==> src/rtl/ped_crossing_scheduler.sv <==
// ped_crossing_scheduler: round-robin sequencer for pedestrian crossing starts across N channels.
// Define PED_SCHED_TIMEOUT_EN to abandon grants that are not acknowledged within ACK_TIMEOUT cycles.
module ped_crossing_scheduler #(
    parameter int N           = 4,
    parameter int GAP_CYCLES  = 8,
    parameter int ACK_TIMEOUT = 16
) (
    input  logic                 clock,
    input  logic                 reset,
    input  logic [N-1:0]         req,
    input  logic [N-1:0]         busy,
    output logic [N-1:0]         start,
    output logic [$clog2(N)-1:0] grant_id,
    output logic [N-1:0]         pending,
    output logic                 timeout
);
    localparam int W = $clog2(N);

    if (N < 2 || N > 16 || GAP_CYCLES < 0 || GAP_CYCLES > 255 || ACK_TIMEOUT < 1 || ACK_TIMEOUT > 255)
        $error("ped_crossing_scheduler: parameter out of range");

    typedef enum logic [1:0] {IDLE, START, WAIT_DONE, GAP} state_t;

    state_t         state, nxt;
    logic [N-1:0]   req_q, rise, clr;
    logic [W-1:0]   ptr, pick, cand;
    logic [7:0]     gcnt;
    logic           found, grant, ack, expire;

    assign rise  = req & ~req_q;
    assign start = (state == START) ? N'(1) << grant_id : '0;
    assign clr   = (ack || expire) ? N'(1) << grant_id : '0;

    // First pending channel after the last grant, wrapping at N-1.
    always_comb begin
        pick  = ptr;
        cand  = '0;
        found = 1'b0;
        for (int k = 1; k <= N; k++) begin
            cand = W'((int'(ptr) + k) % N);
            if (!found && pending[cand]) begin
                found = 1'b1;
                pick  = cand;
            end
        end
    end

`ifdef PED_SCHED_TIMEOUT_EN
    logic [7:0] tcnt;
    always_ff @(posedge clock or posedge reset) begin
        if (reset) begin
            tcnt    <= '0;
            timeout <= 1'b0;
        end else begin
            tcnt    <= (state == START) ? tcnt + 8'd1 : '0;
            timeout <= expire;
        end
    end
`else
    assign timeout = 1'b0;
`endif

    always_comb begin
        nxt    = state;
        grant  = 1'b0;
        ack    = 1'b0;
        expire = 1'b0;
        case (state)
            IDLE:
                if (|pending) begin
                    grant = 1'b1;
                    nxt   = START;
                end
            START:
                if (busy[grant_id]) begin
                    ack = 1'b1;
                    nxt = WAIT_DONE;
                end
`ifdef PED_SCHED_TIMEOUT_EN
                else if (tcnt == 8'(ACK_TIMEOUT - 1)) begin
                    expire = 1'b1;
                    nxt    = (GAP_CYCLES == 0) ? IDLE : GAP;
                end
`endif
            WAIT_DONE:
                if (!busy[grant_id]) nxt = (GAP_CYCLES == 0) ? IDLE : GAP;
            GAP:
                if (gcnt == 8'd1) nxt = IDLE;
            default: nxt = IDLE;
        endcase
    end

    always_ff @(posedge clock or posedge reset) begin
        if (reset) begin
            state    <= IDLE;
            req_q    <= '0;
            pending  <= '0;
            ptr      <= W'(N - 1);
            grant_id <= '0;
            gcnt     <= '0;
        end else begin
            state   <= nxt;
            req_q   <= req;
            pending <= (pending & ~clr) | rise;
            if (grant) begin
                grant_id <= pick;
                ptr      <= pick;
            end
            if (state != GAP && nxt == GAP) gcnt <= 8'(GAP_CYCLES);
            else if (state == GAP) gcnt <= gcnt - 8'd1;
        end
    end
endmodule
==> config.mk <==
export PLATFORM = sky130hd
export DESIGN_NAME = ped_crossing_scheduler
export DESIGN_NICKNAME = d
export VERILOG_FILES = /design/src/rtl/ped_crossing_scheduler.sv
export SDC_FILE = /design/constraint.sdc
export NUM_CORES = 1
export LEC_CHECK = 0
export ABC_CLOCK_PERIOD_IN_PS = 2100
export CORE_MARGIN = 3
export CORE_UTILIZATION = 50
export DETAILED_ROUTE_END_ITERATION = 10
export PLACE_DENSITY = 0.77
export SYNTH_ARGS = -nofsm -noshare
export SYNTH_HDL_FRONTEND = slang
export SYNTH_SLANG_ARGS = --single-unit
==> constraint.sdc <==
create_clock -name clock -period 2.1 [get_ports clock]
set_input_delay 0.63 -clock clock [delete_from_list [all_inputs] [get_ports clock]]
set_output_delay 0.63 -clock clock [all_outputs]
set_load 0.1 [all_outputs]
== Word-level counts from Yosys, hierarchy flattened ==
Index checks and enable logic that the tools add are counted.
Operators by class
  order comparisons: 5
  bitwise gates (word level): 5
  reductions and logical operators: 10
  shift operators: 1
  equal/unequal tests: 6
  mux-type cells: 30
  add/subtract/negate cells: 5
Operators by type and width (number)
  $mux W2: 8
  $mux W8: 2
  $lt A2 B3 Y1 const B: 5
  $mux W1: 12
  $bmux W1 S2: 5
  $and A4 B4 Y4: 2
  $eq A8 B1 Y1 const B: 1
  $mux W4: 2
  $not A4 Y4: 2
  $pmux W2 S4: 1
  $sub A8 B1 Y8 const B: 1
  $eq A2 B2 Y1 const B: 3
  $add A2 B1 Y2 const B: 2
  $add A2 B2 Y2 const B: 2
  $logic_and A1 B1 Y1: 4
  $or A4 B4 Y4: 1
  $reduce_or A4 Y1: 1
  $shl A1 B2 Y4 const A: 1
  $logic_not A1 Y1: 3
  $eq A2 B1 Y1 const B: 1
  $logic_not A2 Y1: 1
  $ne A2 B2 Y1 const B: 1
  $reduce_bool A2 Y1: 1
Word-level totals
  bits in registers: 22
  output and inout bits: 11
  word-level logic and storage cells: 68

== Depth between registers and ports, before layout ==
  depth after elaboration: 13
  gate-level depth with buffers: 6
  mapped depth without buffers: 6

== Worst setup path after synthesis ==
No wires, ideal clock.
  path kind: reg2out
  start point: register grant_id[0]
  end point: output start[0]
  stages on the path, launching flop included: 2
  buffers on the path: 0
  arrival time: 4.138 ns
  path slack: -2.668 ns
  path through: dfrtp_1 -> nor4b_1
Between the ends
  longest elaborated chain between the ends: 2
Ends and longest elaborated chain
  start, declared: RTL line 13  | output logic [$clog2(N)-1:0] grant_id,
  start signal, assigned: RTL line 106  | grant_id <= pick;
  $shl A1 B2 Y4: RTL line 31  | assign start = (state == START) ? N'(1) << grant_id : '0;
  $mux W4: RTL line 31
  end, declared: RTL line 12  | output logic [N-1:0] start,
No other way between the ends.

== Worst setup path after layout ==
  start point: register grant_id[0]
  end point: output start[2]
Same word-level chain as after synthesis.

==> Implementation_results.wiki <==
{| class="wikitable"
! Metric !! Value
|-
| Maximum number of pins on one net before global-route repair || 23
|-
| Port Buffers || 19
|-
| All-layer global routing usage || 22.3%
|-
| Worst reg2reg path endpoint || gcnt[7]$_DFFE_PP0P_
|-
| Setup WS post-layout || 12.4 ps
|-
| Min-Delay Startpoint || req_q[2]$_DFF_PP0_
|-
| Share of the yosys chip area belonging to registers || 47.2%
|-
| Post-route antenna net violation count || 0
|-
| First DRT Iteration DRCs || 8
|-
| Clock skew || 2.03 ps
|-
| Run status || completed
|-
| Reg clk slew, reported paths || 120 ps
|-
| Via count of the routed design || approximately 1000
|-
| Number of antenna violations at the first check in global routing || 0
|-
| Detailed-route vias per instance || approximately 5.8
|-
| Length in cells of the worst reg-to-reg path || 5
|-
| Remaining global-route overflow || 0
|-
| Clock tree buffer depth || 2
|-
| Routed WL || 2840 µm
|-
| Max-slew violation count || 0
|-
| Average instance area after synthesis || between 10 and 15 µm²
|-
| Placeable Area || 0.00208 mm²
|-
| Worst voltage drop across the vdd grid || 0.000865 V
|-
| Final weighted congestion of routability-driven global placement || 0.795
|-
| Most common cell after layout, fill and taps aside || sky130_fd_sc_hd__dfrtp_1
|-
| Detail Placement HPWL || 2150 µm
|-
| Capturing element type of the critical path || output pin
|-
| Worst EP arrival || 1460 ps
|-
| Post-Syn Nets || about 130
|-
| Number of instances on the worst hold path || 1
|-
| Accumulated negative setup slack || 0 ps
|-
| Effective utilization at floorplan || a little under three fifths
|-
| List of cells traversed by the critical path || nor4bb_4 > buf_12
|-
| Wire length of the first global-routing pass || between 4000 and 5000 µm
|-
| Bufs and invs on worst path || 1
|-
| Flops & latches, synth || 22
|-
| Synth warn || 0
|-
| Ant diodes || 0
|-
| Synth cell types || 43
|-
| I/O Pins || 21
|-
| Area grow syn2layout || 40.0%
|-
| Skew-Pair Late Insertion Delay || approximately 310 ps
|-
| Slowest cell on the critical path || sky130_fd_sc_hd__dfrtp_4
|-
| Pre-antenna DRT Iters || 4
|-
| Leakage || between 0.7 and 0.8 nW
|-
| CTS root buf || sky130_fd_sc_hd__clkbuf_4
|-
| Hold worst-path end || pending[2]$_DFF_PP0_
|-
| Place WS || -154 ps
|-
| Std-Cell Rows || 16
|-
| Final Cycle Share || 99.4%
|-
| Required arrival time at the worst endpoint || 1470 ps
|-
| Pwr Density || 1310 mW/mm²
|-
| DRC || 0
|-
| Max Freq || 0.479 GHz
|-
| Total count of hold-check failures in the final report || 0
|-
| Post-layout util || 78.7%
|-
| Filler cells || ~130
|-
| Placed Area || 0.00156 mm²
|-
| Post-Place Cells || 164
|-
| Post-synth EDFFs || 0
|-
| Classification of the worst setup path || reg2out
|-
| Cts-stage hold buffer count || 0
|-
| Setup repair after global routing missed its margin || yes
|-
| Post-detailed-route wirelength per cell || approximately 16 µm
|-
| Max-cap violation count || 0
|-
| Synthesized netlist cell count || about 120
|-
| Y dimension of the die || 54.4 µm
|-
| Total number of H-tree levels || 1
|-
| Area enclosed by the die boundary || about 0.0030 mm²
|-
| Peak per-stage delay on the critical path || 560 ps
|-
| Min-delay worst type || reg2reg
|-
| Minimum clock period after layout || 2090 ps
|-
| Worst-case register-to-register setup slack || 260 ps
|-
| Netlist area before placement || 0.00117 mm²
|-
| TritonCTS clock tree || built
|-
| Largest delay contributor family on the critical path || flip-flops
|-
| Die outline width || 54.4 µm
|-
| Crit path launch type || register
|-
| Async set-reset flop share out of synthesis || 100%
|-
| Commonest cells after routing, fill and taps aside || 16 x sky130_fd_sc_hd__dfrtp_1, 15 x sky130_fd_sc_hd__nand2_1, 14 x sky130_fd_sc_hd__inv_1
|-
| Share of layout cells above drive strength 1 || a little over a quarter
|-
| Most frequently used flop master after synthesis || sky130_fd_sc_hd__dfrtp_1
|-
| Crit. Startpoint || grant_id[0]$_DFFE_PP0P_
|-
| Reg2Reg Launch Point || grant_id[0]$_DFFE_PP0P_
|-
| Final instance area || 0.00164 mm²
|-
| Num CTS Buffers || 3
|-
| Nets || 159
|-
| Max FO, Critical Path || 7
|-
| Setup violations, final || 0
|-
| Post-Layout Cell Count || 173
|-
| Number of sinks on the clock net || 22
|-
| Vias in the first global route || slightly above 1000
|}
-- metal layers --
metal | vias up | track usage [%] | share of wire (%)
li1 | 478 | - | -
met1 | 492 | 26.0 | 44
met2 | 25 | 39.8 | 50
met3 | 2 | 4.63 | 5.4
met4 | 0 | 7.88 | 0.67
met5 | - | 0 | 0
-- power by group --
group,switching [mW],internal [mW]
registers,0.231,0.582
logic,0.609,0.491
clock network,0.129,0.106
total,0.969,1.18
-- per-stage QoR --
step	hold slack [ps]	total power, mW
finish	430	2.15
global route	449	2.28
CTS	429	2.12
detailed placement	413	1.86
global placement	393	1.79
floorplan	388	1.50
-- synthesized netlist by cell type (3+ instances only) --
master | number | area [µm²]
sky130_fd_sc_hd__inv_1 | 14 | 52.6
sky130_fd_sc_hd__a22o_1 | 3 | 26.3
sky130_fd_sc_hd__o21ai_0 | 7 | 35.0
sky130_fd_sc_hd__a21o_1 | 4 | 30.0
sky130_fd_sc_hd__nand2b_1 | 3 | 18.8
sky130_fd_sc_hd__nand2_1 | 15 | 56.3
sky130_fd_sc_hd__dfrtp_1 | 20 | 500
sky130_fd_sc_hd__a21oi_1 | 6 | 30.0
-- kinds of logic (layout without fill, tap and decap cells) --
logic type               count (synthesis)  after routing  synth area share, %
AND/OR/NAND/NOR                         41             41                 21.0
AO/OA/AOI/OAI                           31             31                 19.8
flip-flops                              22             22                 47.2
buffers and inverters                   17             46                 5.88
multiplexers                             3              3                 3.63
adder cells (fa/ha/maj)                  2              2                 2.14
other                                    1              1                0.320
-- state kept, by name, summed over array words and instances, names as in the netlist --
| name | count |
|---|---|
| req_q | 4 |
| grant_id | 2 |
| gcnt | 8 |
| ptr | 2 |
| state | 2 |
| pending | 4 |
-- area by class of cell --
type / count / area (µm²) / share of cell area (%)
inverters: 14 / 52.6 / 3.21
multi-input cells: 78 / 596 / 36.3
well taps: 27 / 33.8 / 2.06
repair buffers: 28 / 358 / 21.8
clock buffers: 4 / 36.3 / 2.21
flip-flops and latches: 22 / 563 / 34.4
-- timing repair --
| item | 4_1_cts | 5_1_grt |
|---|---|---|
| cloned | 0 | 0 |
| buffers inserted | 3 | 2 |
| gates resized for setup | 1 | 0 |
| endpoints found under the setup margin | 4 | 4 |
| pin swaps | 2 | 1 |
-- worst max-delay path by stage --
stage                                      to  slack, ps  depth (start not counted)
after global routing                 start[2]        -50                          2
after detailed placement  gcnt[7]$_DFFE_PP0P_       -150                          5
after global placement    gcnt[5]$_DFFE_PP0P_        -90                          5
after CTS                            start[1]         -1                          2
final                                start[2]         10                          2
after floorplan                      start[2]       -360                          1
Power figures use the tool's default switching activity.
